===== config.mk =====
export PLATFORM = sky130hd
export DESIGN_NAME = uart_rx_multi_mode_flat
export DESIGN_NICKNAME = d
export VERILOG_FILES = /design/src/rtl/uart_rx_pkg.sv /design/src/rtl/uart_rx_multi_mode_if.sv /design/src/rtl/uart_rx_fifo.sv /design/src/rtl/uart_rx_multi_mode.sv /design/src/flat_wrapper.sv
export SDC_FILE = /design/constraint.sdc
export NUM_CORES = 1
export LEC_CHECK = 0
export ABC_AREA = 0
export CORE_MARGIN = 4
export CORE_UTILIZATION = 41
export DETAILED_ROUTE_END_ITERATION = 10
export PLACE_DENSITY = 0.69
export SLEW_MARGIN = 20
export SYNTH_ARGS = -nofsm -noshare
export SYNTH_HDL_FRONTEND = slang
export SYNTH_SLANG_ARGS = --single-unit

===== constraint.sdc =====
create_clock -name clk -period 8.45 [get_ports clk]
set_input_delay 2.535 -clock clk [delete_from_list [all_inputs] [get_ports clk]]
set_output_delay 2.535 -clock clk [all_outputs]
set_load 0.005 [all_outputs]

===== src/rtl/uart_rx_pkg.sv =====
// Shared definitions for the multi-mode UART receiver: parity encodings,
// deframer states, FIFO entry width and configuration decode helpers.
package uart_rx_pkg;

  localparam logic [2:0] PAR_NONE  = 3'b000;
  localparam logic [2:0] PAR_EVEN  = 3'b001;
  localparam logic [2:0] PAR_ODD   = 3'b010;
  localparam logic [2:0] PAR_MARK  = 3'b011;
  localparam logic [2:0] PAR_SPACE = 3'b100;

  localparam int ENTRY_W = 11;

  typedef enum logic [2:0] {
    IDLE,
    START,
    DATA,
    PARITY,
    STOP,
    BRK_WAIT
  } rx_state_t;

  // Out-of-range widths fall back to the common 8-bit frame.
  function automatic logic [3:0] decode_bits(input logic [3:0] cfg);
    if (cfg >= 4'd5 && cfg <= 4'd9) return cfg;
    else                            return 4'd8;
  endfunction

  function automatic logic [2:0] decode_parity(input logic [2:0] cfg);
    if (cfg > PAR_SPACE) return PAR_NONE;
    else                 return cfg;
  endfunction

  // Unused upper data bits are zero, so reducing over all nine bits is safe.
  function automatic logic parity_err(input logic [2:0] mode,
                                      input logic [8:0] data,
                                      input logic       p);
    case (mode)
      PAR_EVEN:  return ^{data, p};
      PAR_ODD:   return ~^{data, p};
      PAR_MARK:  return ~p;
      PAR_SPACE: return p;
      default:   return 1'b0;
    endcase
  endfunction

endpackage


===== src/rtl/uart_rx_multi_mode_if.sv =====
// Read-side bus between the receiver and the APB register block.
interface uart_rx_multi_mode_if;

  logic       rd_en;
  logic       clr_err;
  logic [8:0] rx_data;
  logic       rx_perr;
  logic       rx_ferr;
  logic       rx_valid;
  logic       overflow;
  logic       break_det;
  logic       rx_idle;

  modport master (
    output rd_en, clr_err,
    input  rx_data, rx_perr, rx_ferr, rx_valid, overflow, break_det, rx_idle
  );

  modport slave (
    input  rd_en, clr_err,
    output rx_data, rx_perr, rx_ferr, rx_valid, overflow, break_det, rx_idle
  );

endinterface


===== src/rtl/uart_rx_fifo.sv =====
// Synchronous show-ahead FIFO; the head word is presented combinationally
// and a push into a full FIFO is accepted only when a pop frees the slot.
module uart_rx_fifo
  import uart_rx_pkg::*;
#(
  parameter int WIDTH = ENTRY_W,
  parameter int DEPTH = 4
) (
  input  logic                   clk,
  input  logic                   reset,
  input  logic                   push,
  input  logic                   pop,
  input  logic [WIDTH-1:0]       wdata,
  output logic [WIDTH-1:0]       rdata,
  output logic                   full,
  output logic                   empty,
  output logic [$clog2(DEPTH):0] count
);

  localparam int AW = $clog2(DEPTH);
  localparam logic [AW:0] FULL_CNT = (AW + 1)'(DEPTH);

  logic [WIDTH-1:0] mem [DEPTH];
  logic [AW-1:0]    wr_ptr;
  logic [AW-1:0]    rd_ptr;
  logic             do_push;
  logic             do_pop;

  assign empty   = (count == '0);
  assign full    = (count == FULL_CNT);
  assign do_pop  = pop && !empty;
  assign do_push = push && (!full || do_pop);
  assign rdata   = mem[rd_ptr];

  always_ff @(posedge clk) begin
    if (do_push) mem[wr_ptr] <= wdata;
  end

  always_ff @(posedge clk) begin
    if (reset) begin
      wr_ptr <= '0;
      rd_ptr <= '0;
      count  <= '0;
    end else begin
      if (do_push) wr_ptr <= wr_ptr + 1'b1;
      if (do_pop)  rd_ptr <= rd_ptr + 1'b1;
      case ({do_push, do_pop})
        2'b10:   count <= count + 1'b1;
        2'b01:   count <= count - 1'b1;
        default: count <= count;
      endcase
    end
  end

endmodule


===== src/rtl/uart_rx_multi_mode.sv =====
// Multi-mode UART receiver: synchroniser, 3-tap majority filter, deframer FSM
// for 5..9 data bits with parity and 1/2 stop bits, break detection, RX FIFO.
module uart_rx_multi_mode
  import uart_rx_pkg::*;
#(
  parameter int OVERSAMPLE = 16,
  parameter int FIFO_DEPTH = 4
) (
  input  logic                 clk,
  input  logic                 reset,
  input  logic                 baud_en,
  input  logic                 rx,
  input  logic [3:0]           cfg_data_bits,
  input  logic [2:0]           cfg_parity,
  input  logic                 cfg_stop2,
  uart_rx_multi_mode_if.slave  bus
);

  localparam int CW = $clog2(OVERSAMPLE);
  localparam logic [CW-1:0] HALF_LAST = CW'(OVERSAMPLE / 2 - 1);
  localparam logic [CW-1:0] FULL_LAST = CW'(OVERSAMPLE - 1);

  logic       sync1, sync2;
  logic [2:0] samp;
  logic       filt;

  rx_state_t     state, state_n;
  logic [CW-1:0] cnt, cnt_n;
  logic [3:0]    bit_idx, bit_n;
  logic [8:0]    data_q, data_n;
  logic [3:0]    nbits_q, nbits_n;
  logic [2:0]    par_q, par_n;
  logic          stop2_q, stop2_n;
  logic          perr_q, perr_n;
  logic          pbit_q, pbit_n;
  logic          second_q, second_n;
  logic          push_req;
  logic          ferr_bit;
  logic          brk_set;

  logic [ENTRY_W-1:0]         head;
  logic                       fifo_full, fifo_empty;
  logic [$clog2(FIFO_DEPTH):0] fifo_count;
  logic                       pop_eff;
  logic                       overflow_set;
  logic                       overflow_q, break_q, idle_q;

  always_ff @(posedge clk) begin
    if (reset) begin
      sync1 <= 1'b1;
      sync2 <= 1'b1;
      samp  <= 3'b111;
    end else begin
      sync1 <= rx;
      sync2 <= sync1;
      if (baud_en) samp <= {samp[1:0], sync2};
    end
  end

  assign filt = (samp[0] & samp[1]) | (samp[0] & samp[2]) | (samp[1] & samp[2]);

  always_ff @(posedge clk) begin
    if (reset) begin
      state    <= IDLE;
      cnt      <= '0;
      bit_idx  <= '0;
      data_q   <= '0;
      nbits_q  <= 4'd8;
      par_q    <= PAR_NONE;
      stop2_q  <= 1'b0;
      perr_q   <= 1'b0;
      pbit_q   <= 1'b0;
      second_q <= 1'b0;
    end else begin
      state    <= state_n;
      cnt      <= cnt_n;
      bit_idx  <= bit_n;
      data_q   <= data_n;
      nbits_q  <= nbits_n;
      par_q    <= par_n;
      stop2_q  <= stop2_n;
      perr_q   <= perr_n;
      pbit_q   <= pbit_n;
      second_q <= second_n;
    end
  end

  // Configuration is captured only once the start bit is validated, so
  // register writes during a frame cannot corrupt it.
  always_comb begin
    state_n  = state;
    cnt_n    = cnt;
    bit_n    = bit_idx;
    data_n   = data_q;
    nbits_n  = nbits_q;
    par_n    = par_q;
    stop2_n  = stop2_q;
    perr_n   = perr_q;
    pbit_n   = pbit_q;
    second_n = second_q;
    push_req = 1'b0;
    ferr_bit = 1'b0;
    brk_set  = 1'b0;
    if (baud_en) begin
      case (state)
        IDLE: begin
          if (!filt) begin
            state_n = START;
            cnt_n   = '0;
          end
        end
        START: begin
          if (filt) begin
            state_n = IDLE;
          end else if (cnt == HALF_LAST) begin
            state_n  = DATA;
            cnt_n    = '0;
            bit_n    = '0;
            data_n   = '0;
            nbits_n  = decode_bits(cfg_data_bits);
            par_n    = decode_parity(cfg_parity);
            stop2_n  = cfg_stop2;
            perr_n   = 1'b0;
            pbit_n   = 1'b0;
            second_n = 1'b0;
          end else begin
            cnt_n = cnt + 1'b1;
          end
        end
        DATA: begin
          if (cnt == FULL_LAST) begin
            cnt_n  = '0;
            data_n = data_q | (9'(filt) << bit_idx);
            bit_n  = bit_idx + 1'b1;
            if (bit_idx == nbits_q - 4'd1)
              state_n = (par_q == PAR_NONE) ? STOP : PARITY;
          end else begin
            cnt_n = cnt + 1'b1;
          end
        end
        PARITY: begin
          if (cnt == FULL_LAST) begin
            cnt_n    = '0;
            pbit_n   = filt;
            perr_n   = parity_err(par_q, data_q, filt);
            second_n = 1'b0;
            state_n  = STOP;
          end else begin
            cnt_n = cnt + 1'b1;
          end
        end
        STOP: begin
          if (cnt == FULL_LAST) begin
            cnt_n = '0;
            // A low first stop bit after an all-zero frame is a break, not data.
            if (!second_q && !filt && data_q == '0 && (par_q == PAR_NONE || !pbit_q)) begin
              brk_set = 1'b1;
              state_n = BRK_WAIT;
            end else if (!second_q && stop2_q && filt) begin
              second_n = 1'b1;
            end else begin
              ferr_bit = ~filt;
              push_req = 1'b1;
              state_n  = IDLE;
            end
          end else begin
            cnt_n = cnt + 1'b1;
          end
        end
        BRK_WAIT: begin
          if (filt) state_n = IDLE;
        end
        default: state_n = IDLE;
      endcase
    end
  end

  uart_rx_fifo #(
    .WIDTH (ENTRY_W),
    .DEPTH (FIFO_DEPTH)
  ) u_fifo (
    .clk   (clk),
    .reset (reset),
    .push  (push_req),
    .pop   (bus.rd_en),
    .wdata ({ferr_bit, perr_q, data_q}),
    .rdata (head),
    .full  (fifo_full),
    .empty (fifo_empty),
    .count (fifo_count)
  );

  assign pop_eff      = bus.rd_en && !fifo_empty;
  assign overflow_set = push_req && fifo_full && !pop_eff;

  // Sticky flags: a set in the same cycle as CLR_ERR takes priority.
  always_ff @(posedge clk) begin
    if (reset) begin
      overflow_q <= 1'b0;
      break_q    <= 1'b0;
      idle_q     <= 1'b1;
    end else begin
      overflow_q <= overflow_set | (overflow_q & ~bus.clr_err);
      break_q    <= brk_set | (break_q & ~bus.clr_err);
      idle_q     <= (state == IDLE);
    end
  end

  assign bus.rx_valid  = (fifo_count != '0);
  assign bus.rx_data   = fifo_empty ? 9'd0 : head[8:0];
  assign bus.rx_perr   = fifo_empty ? 1'b0 : head[9];
  assign bus.rx_ferr   = fifo_empty ? 1'b0 : head[10];
  assign bus.overflow  = overflow_q;
  assign bus.break_det = break_q;
  assign bus.rx_idle   = idle_q;

endmodule


===== src/flat_wrapper.sv =====
// flat-port wrapper written by rule: the top's interface ports become plain ports
module uart_rx_multi_mode_flat import uart_rx_pkg::*;
#(
  parameter int OVERSAMPLE = 16,
  parameter int FIFO_DEPTH = 4
)
  (clk, reset, baud_en, rx, cfg_data_bits, cfg_parity, cfg_stop2, bus_rd_en, bus_clr_err, bus_rx_data, bus_rx_perr, bus_rx_ferr, bus_rx_valid, bus_overflow, bus_break_det, bus_rx_idle);
  uart_rx_multi_mode_if bus_i ();
  input  logic clk;
  input  logic reset;
  input  logic baud_en;
  input  logic rx;
  input  logic [3:0] cfg_data_bits;
  input  logic [2:0] cfg_parity;
  input  logic cfg_stop2;
  input wire logic [$bits(bus_i.rd_en)-1:0] bus_rd_en;
  input wire logic [$bits(bus_i.clr_err)-1:0] bus_clr_err;
  output wire logic [$bits(bus_i.rx_data)-1:0] bus_rx_data;
  output wire logic [$bits(bus_i.rx_perr)-1:0] bus_rx_perr;
  output wire logic [$bits(bus_i.rx_ferr)-1:0] bus_rx_ferr;
  output wire logic [$bits(bus_i.rx_valid)-1:0] bus_rx_valid;
  output wire logic [$bits(bus_i.overflow)-1:0] bus_overflow;
  output wire logic [$bits(bus_i.break_det)-1:0] bus_break_det;
  output wire logic [$bits(bus_i.rx_idle)-1:0] bus_rx_idle;
  assign bus_i.rd_en = bus_rd_en;
  assign bus_i.clr_err = bus_clr_err;
  assign bus_rx_data = bus_i.rx_data;
  assign bus_rx_perr = bus_i.rx_perr;
  assign bus_rx_ferr = bus_i.rx_ferr;
  assign bus_rx_valid = bus_i.rx_valid;
  assign bus_overflow = bus_i.overflow;
  assign bus_break_det = bus_i.break_det;
  assign bus_rx_idle = bus_i.rx_idle;
  uart_rx_multi_mode #(.OVERSAMPLE(OVERSAMPLE), .FIFO_DEPTH(FIFO_DEPTH)) u_core (.clk(clk), .reset(reset), .baud_en(baud_en), .rx(rx), .cfg_data_bits(cfg_data_bits), .cfg_parity(cfg_parity), .cfg_stop2(cfg_stop2), .bus(bus_i));
endmodule

==> impl_metrics.ini, run 1 <==
[setup_path]
cp-start-kind = flop
worstPathRequired_ns = 5.92
cp.arrival_ns = 2.38
rr_startpoint = u_core.data_q[3]
r2r-end = u_core.u_fifo.count[2]
critPathMaxFanout = 11
critPathKind = reg2out
cp-end-kind = primary output
r2r_slack_ns = 5.45
r2r_cells = 9

[floorplanning]
initial_utilization_pct = 42.2
dieHeight_um = 111
fp-row-count = 37
die-area_um2 = 12300
ioPinCount = 29
die_x_um = 111
core_region_area_um2 = 10300

[min_path]
worstHoldStart = u_core.sync1
min_path_type = reg2reg
min_to = u_core.sync2
min_path_cells = 1

[cts]
cts_max_path_buffers = 2
cts_tree = built
postCtsSetupBuffers = 0
cts_root_buffer = clkbuf_8
path_clk_slew_ns = 0.10
insertion_delay_ns = 0.36
cts.sinks = 92
cts_resized = 0
cts_made_buffers = 9
htree_levels = 3
ctsHoldBuffers = 0

[finish]
syn2layout_area_growth_pct = 13.4
antenna_cells = 0
drive_gt1_share_pct = 11.9
nFillCells = 951
final_nets = 421
final_util_pct = 47.8

[sta]
fmax_ghz = 0.203
drv_slew = 0
setup_ws_ns = 3.53
worst_slew_pin_slew_ns = 0.732
hold_violations = 0
period_share_pct = 58.2
setup_viol = 0
rsz0062_at_grt = no
whs_ns = 0.413
slew_headroom_pct = 50.5
fin_skew_ns = 0.0130
min_period_ns = 4.92
setup_tns_ns = 0

[grt]
overflow = 0
antenna_found_initial = 0
grt_pass1_vias = 2857
grt_max_degree = 41
grt_usage_pct = 13.2
grt_first_pass_wirelength_um = 13500

[logic_synthesis]
yosysUniqueCellTypes = 64
dominantRegCellSynth = dfxtp_1
syn-num-nets = 400
synth_area_leaders = edfxtp_1 30%, dfxtp_1 22%, mux4_2 5.7%
syn-cell-area_um2 = 4350
ys_seq_area_share_pct = 52.4
yosys-top-cells-count = 48 x dfxtp_1, 44 x edfxtp_1, 32 x nor2_1, 22 x a21oi_1, 18 x nand2_1
synth_area_leader_cell = edfxtp_1
syn_inst = 378
synth-edff-count = 44
synth.most_common_cell = dfxtp_1
synth_top_area_share_pct = 30.3
yosysWarnings = 0
synth_seq_cells = 92
synth-async-reset-ratio_pct = 0
avgSynthCellArea_um2 = 11.5

[power_and_ir_drop]
power.total_uw = 834
irDropWorstVdd_v = 0.0000728
total_leakage_power_nw = 1.69
powerDensity_nw_per_um2 = 169

[run_status]
status = finished, final reports clean

[route]
drc_errors = 0
num_vias = 2868
first_pass_iters = 4
totalWireLength_um = 7760
ant_nets = 0
vias_per_cell = 5.31
wl_per_cell_um = 14.4
drt_iter0_drc = 124

[place]
place_hpwl_um = 5400
pre_cts_slack_ns = 3.24
place_congestion = 0.809
port_buffers = 28

[run]
max_cap_viol_count = 0
## stage by stage
| step | cells | instance area (um^2) |
|---|---|---|
| 2_1_floorplan | 378 | 4350 |
| 3_3_place_gp | 524 | 4700 |
| 3_5_place_dp | 524 | 4700 |
| 4_1_cts | 540 | 4940 |
| 5_1_grt | 540 | 4940 |
| 6_report | 540 | 4940 |
## power by group
part | switching (mW) | internal [mW] | total [mW]
Clock | 0.165 | 0.172 | 0.337
Combinational | 0.0161 | 0.0136 | 0.0297
Sequential | 0.00311 | 0.464 | 0.468
## routing by layer
metal  global-route usage, %  vias to the layer above  wire [um]
met4                    3.41                        0         72
met1                    17.0                     1403       3640
met3                    3.22                        9        246
li1                        -                     1419          -
met2                    22.3                       37       3800
met5                       0                        -          0
## cell families after synthesis
family	synth area share [%]
mux	8.30
compound gates	10.0
buf+inv	3.85
simple gates	18.7
fa+ha+maj	2.79
flops	52.4
xor+xnor	3.94
## worst max-delay path by stage
stage | end | cells after the start
CTS | bus_rx_data[0] | 3
detailed placement | u_core.u_fifo.count[2] | 9
floorplan | u_core.u_fifo.count[2] | 8
global placement | u_core.u_fifo.count[2] | 9
global route | bus_rx_data[2] | 3
finish | bus_rx_data[0] | 3
## flip-flops by register name (all words and copies together), names as in the netlist, named ones only
| signal | count |
|---|---|
| u_core.par_q | 3 |
| u_core.sync1 | 1 |
| u_core.nbits_q | 4 |
| u_core.samp | 3 |
| u_core.bus.break_det | 1 |
| u_core.stop2_q | 1 |
| u_core.data_q | 9 |
| u_core.pbit_q | 1 |
| u_core.cnt | 4 |
| u_core.u_fifo.rd_ptr | 2 |
| u_core.bit_idx | 4 |
| u_core.second_q | 1 |
| u_core.u_fifo.count | 3 |
| u_core.bus.rx_idle | 1 |
| u_core.u_fifo.mem | 44 |
| u_core.bus.overflow | 1 |
| u_core.perr_q | 1 |
| u_core.sync2 | 1 |
| u_core.state | 3 |
| u_core.u_fifo.wr_ptr | 2 |
## cell usage in the layout (no fill, tap or decap), types with 2 or more instances in the layout
cell type        count
ha_1                 7
inv_8                2
mux2_4               2
nand4_1              4
o21ai_0             11
o21a_1               5
xor2_1               8
nor2_1              32
inv_1               16
nor3_1              10
or3_1                2
a211oi_1             4
and2_1              16
mux2i_1              5
nor4_1               2
or4_1                3
mux4_2              11
nor2b_1              8
a311oi_1             2
nand3_1              7
clkbuf_8             9
bufinv_16            2
or2_2                3
a31oi_1              4
a21oi_1             22
xnor2_1              9
a21o_1               2
edfxtp_1            44
dfxtp_1             48
o211ai_1             2
nor4b_1              3
a211o_1              3
nand2b_1             7
nand2_1             18
or3_2                2
clkdlybuf4s50_1     28
nand3b_1             6
nor3b_1              6
## area by class of cell
type                       instances  area [um^2]  share of cell area (%)
clock buffer                       9          124                    2.51
timing repair buffer              29          288                    5.83
tap                              136          170                    3.45
sequential                        92         2280                    46.2
multi-input combinational        251         1900                    38.6
inverter                          16         60.1                    1.22
clock inverter                     7          108                    2.18
## worst max-delay path, stage by stage, from the launching register on
cell	delay, ns
dfxtp_1	0.81
mux4_2	0.60
and2_1	0.17
clkdlybuf4s50_1	0.44
Note: power is estimated with default switching activity, not from simulation.
==> inputs of run 2 (changes only) <==
--- a/config.mk
+++ b/config.mk
@@ -9,7 +9,7 @@
 export CORE_MARGIN = 4
 export CORE_UTILIZATION = 41
 export DETAILED_ROUTE_END_ITERATION = 10
-export PLACE_DENSITY = 0.69
+export PLACE_DENSITY = 0.71
 export SLEW_MARGIN = 20
 export SYNTH_ARGS = -nofsm -noshare
 export SYNTH_HDL_FRONTEND = slang
==> constraint.sdc (replaced) <==
create_clock -name clk -period 4.1 [get_ports clk]
set_input_delay 1.23 -clock clk [delete_from_list [all_inputs] [get_ports clk]]
set_output_delay 1.23 -clock clk [all_outputs]
set_load 0.005 [all_outputs]
==> run 2 against run 1 <==
Critical path type unchanged. Cell count grew 0.37%. Count of clock-buffer cells in the layout did not move. Largest power group unchanged. Power is 94% higher. Sequential power up 110%. Largest cell class unchanged. Worst hold slack improved by 0.025 ns. Non-clock buffer count grew 2.
==> impl_metrics.ini, run 2 (synthesis gave the netlist of run 1 again) <==
[sta]
setup_tns_ns = 0
whs_ns = 0.438
setup_ws_ns = 0.596
period_share_pct = 85.5
worst_slew_pin_slew_ns = 0.965
fmax_ghz = 0.285
rsz0062_at_grt = no
slew_headroom_pct = 35.5
setup_viol = 0
min_period_ns = 3.50
drv_slew = 0
fin_skew_ns = 0.0148
hold_violations = 0

[floorplanning]
die-area_um2 = 12300
ioPinCount = 29
fp-row-count = 37
die_x_um = 111
initial_utilization_pct = 42.2
core_region_area_um2 = 10300
dieHeight_um = 111

[setup_path]
cp.arrival_ns = 2.27
worstPathRequired_ns = 2.87
cp.depth = 4
crit_chain = buf_4 -> mux4_2 -> and2_1 -> clkdlybuf4s50_1
slowest_stage = dfxtp_1
cp-end-kind = primary output
critPathKind = reg2out
critical_path.top_delay_family = buffers and inverters
rr_startpoint = u_core.data_q[1]
critPathMaxFanout = 6
r2r-end = u_core.u_fifo.count[2]
cp-start-kind = flop
crit_buf_inv = 2
r2r_cells = 9
r2r_slack_ns = 1.04
cpPeakStageDelay_ns = 0.57

[place]
pre_cts_slack_ns = 0.465
dp_cells = 526
place_hpwl_um = 5280
place_congestion = 0.831
port_buffers = 28
place_area_um2 = 4720

[grt]
overflow = 0
grt_max_degree = 28
grt_pass1_vias = 2654
grt_first_pass_wirelength_um = 12600
grt_usage_pct = 12.4
antenna_found_initial = 0

[route]
drc_errors = 0
drt_iter0_drc = 156
vias_per_cell = 5.22
first_pass_iters = 5
wl_per_cell_um = 14.0
totalWireLength_um = 7560
num_vias = 2830
ant_nets = 0

[power_and_ir_drop]
total_leakage_power_nw = 1.67
powerDensity_nw_per_um2 = 330
power.total_mw = 1.62
irDropWorstVdd_v = 0.000159

[cts]
path_clk_slew_ns = 0.10
cts.sinks = 92
htree_levels = 3
postCtsSetupBuffers = 0
cts_root_buffer = clkbuf_8
ctsHoldBuffers = 0
cts_max_path_buffers = 2
cts_made_buffers = 9
cts_resized = 0
cts_tree = built
insertion_delay_ns = 0.36

[min_path]
worstHoldStart = u_core.sync2
min_path_cells = 1
min_to = u_core.samp[0]
min_path_type = reg2reg

[finish]
layout_commonest_cell = dfxtp_1
final_cell_area_um2 = 4920
final-seq-area_um2 = 2280
largest_reg_flops = 44
largest-register = u_core.u_fifo.mem
multi_input_area_um2 = 1900
nFillCells = 927
syn2layout_area_growth_pct = 12.9
final_util_pct = 47.6
top_regs = u_core.u_fifo.mem (44), u_core.data_q (9)
final_cell_mix = 48 x dfxtp_1, 44 x edfxtp_1, 32 x nor2_1
fin_cells = 542
drive_gt1_share_pct = 12.3
antenna_cells = 0
final_nets = 423

[run]
max_cap_viol_count = 0

[run_status]
status = finished, final reports clean
-- run 2: cell types whose count changed in the layout (fill, tap and decap cells not counted), sizes merged --
cell      delta
buf          +2
bufinv       -2
inv          +2
clkinv       +1
clkinvlp     -1
-- run 2: layout make-up --
type / instances / area share (%)
Sequential cell: 92 / 46.4
Multi-Input combinational cell: 251 / 38.7
Timing Repair Buffer: 31 / 6.16
Tap cell: 136 / 3.46
Clock buffer: 9 / 2.52
Clock inverter: 7 / 1.50
Inverter: 16 / 1.22
-- run 2: worst max-delay path by stage --
stage / from / end / slack [ns]
2_1_floorplan: baud_en / u_core.u_fifo.count[2] / 1.08
3_3_place_gp: baud_en / u_core.u_fifo.count[2] / 0.54
3_5_place_dp: baud_en / u_core.u_fifo.count[2] / 0.46
4_1_cts: flop / bus_rx_data[3] / 0.52
5_1_grt: flop / bus_rx_data[6] / 0.43
6_report: flop / bus_rx_data[6] / 0.60
-- run 2: where the power goes --
part	internal, mW	total, mW	switching, mW
clock	0.242	0.596	0.354
sequential	0.957	0.964	0.00661
combinational	0.0289	0.0618	0.0329
-- run 2: metal layers --
metal	up-vias	global-route usage [%]	share of wire (%)	wire, um
li1	1420	-	-	-
met1	1333	16.6	46	3470
met2	73	20.1	48	3670
met3	4	2.62	5.2	392
met4	0	3.89	0.45	34
met5	-	0	0	0
==> inputs of run 3 (changes only) <==
--- a/config.mk
+++ b/config.mk
@@ -9,6 +9,7 @@
 export CORE_MARGIN = 4
 export CORE_UTILIZATION = 41
 export DETAILED_ROUTE_END_ITERATION = 10
+export GPL_TIMING_DRIVEN = 0
 export PLACE_DENSITY = 0.71
 export SLEW_MARGIN = 20
 export SYNTH_ARGS = -nofsm -noshare
==> run 3 against run 2 <==
Combinational power is 15% higher. Critical path depth is the same. Sequential power is 0.4% lower. First-iteration DRC count down 34%. Via count grew 3.6%. Sequential cell count unchanged. Cell count increased by 3.0%. Fmax down 0.16%.
==> impl_metrics.ini, run 3 (synthesis gave the netlist of run 1 again) <==
[sta]
setup_viol = 0
period_share_pct = 85.6
slew_headroom_pct = 56.4
worst_slew_pin_slew_ns = 0.644
hold_violations = 0
fmax_ghz = 0.285
fin_skew_ns = 0.0132
drv_slew = 0
min_period_ns = 3.51
rsz0062_at_grt = no
setup_tns_ns = 0

[place]
place_hpwl_um = 5870
place_congestion = 0.813
port_buffers = 28

[run]
max_cap_viol_count = 0

[setup_path]
critPathMaxFanout = 10
critical_path.top_delay_family = buffers and inverters
cpPeakStageDelay_ns = 0.52
cp-end-kind = primary output
slowest_stage = clkbuf_1
crit_buf_inv = 2
worstPathRequired_ns = 2.87
crit_chain = clkbuf_1 -> mux4_2 -> and2_1 -> clkdlybuf4s50_1
critPathKind = reg2out
cp.arrival_ns = 2.28
cp-start-kind = flop

[grt]
grt_pass1_vias = 2921
grt_usage_pct = 13.7
grt_first_pass_wirelength_um = 13900
overflow = 0
grt_max_degree = 19
antenna_found_initial = 0

[route]
wl_per_cell_um = 14.7
num_vias = 2933
ant_nets = 0
vias_per_cell = 5.26
drc_errors = 0
drt_iter0_drc = 103
first_pass_iters = 4
totalWireLength_um = 8190

[power_and_ir_drop]
irDropWorstVdd_v = 0.000164
powerDensity_nw_per_um2 = 325
power.total_mw = 1.62
total_leakage_power_nw = 1.71

[finish]
drive_gt1_share_pct = 13.5
layout_commonest_cell = dfxtp_1
multi_input_area_um2 = 1900
largest_reg_flops = 44
antenna_cells = 0
final_cell_mix = 48 x dfxtp_1, 44 x edfxtp_1, 32 x nor2_1
final-seq-area_um2 = 2280
syn2layout_area_growth_pct = 14.7
largest-register = u_core.u_fifo.mem
final_nets = 439
top_regs = u_core.u_fifo.mem (44), u_core.data_q (9)
nFillCells = 943
final_util_pct = 48.4

[floorplanning]
core_region_area_um2 = 10300
die_x_um = 111
initial_utilization_pct = 42.2
fp-row-count = 37
dieHeight_um = 111
die-area_um2 = 12300
ioPinCount = 29

[cts]
htree_levels = 3
cts_tree = built
cts_resized = 0
cts.sinks = 92
cts_made_buffers = 9
path_clk_slew_ns = 0.10
postCtsSetupBuffers = 0
insertion_delay_ns = 0.37
ctsHoldBuffers = 0
cts_root_buffer = clkbuf_8
cts_max_path_buffers = 2

[min_path]
min_path_type = reg2reg

[run_status]
status = finished, final reports clean
==> run 3: final timing paths <==
kind | slack, ns | to | depth (start not counted) | startpoint
hold / removal | 0.43 | u_core.sync2 | 1 | u_core.sync1
setup reg to reg | 1.11 | u_core.u_fifo.count[2] | 9 | u_core.data_q[0]
setup / recovery | 0.59 | bus_rx_data[0] | 4 | flop
hold reg to reg | 0.43 | u_core.sync2 | 1 | u_core.sync1
==> run 3: through the flow <==
step | hold slack [ns] | cell area (um^2) | std cells | setup WS [ns]
after floorplan | 0.389 | 4350 | 378 | 1.08
after global placement | 0.406 | 4800 | 542 | 0.432
after detailed placement | 0.406 | 4800 | 542 | 0.431
after CTS | 0.432 | 4990 | 558 | 0.543
after global routing | 0.441 | 4990 | 558 | 0.472
final | 0.428 | 4990 | 558 | 0.591
==> run 3: per-layer routing <==
layer  wire, um  GRT usage (%)  up-vias
met3        308           3.28        8
met1       3820           17.9     1419
li1           -              -     1456
met2       3990           22.7       50
met4         77           3.81        0
met5          0              0        -
==> run 3: layout make-up <==
| type | instances | area share, % |
|---|---|---|
| Buffer | 19 | 2.15 |
| Clock buffer | 9 | 2.48 |
| Clock inverter | 7 | 1.30 |
| Inverter | 16 | 1.20 |
| Multi-Input combinational cell | 251 | 38.1 |
| Sequential cell | 92 | 45.7 |
| Tap cell | 136 | 3.41 |
| Timing Repair Buffer | 28 | 5.61 |
==> run 3: report_power, final <==
group	internal, mW	switching [mW]
combinational	0.0313	0.0395
sequential	0.957	0.00269
clock	0.236	0.355
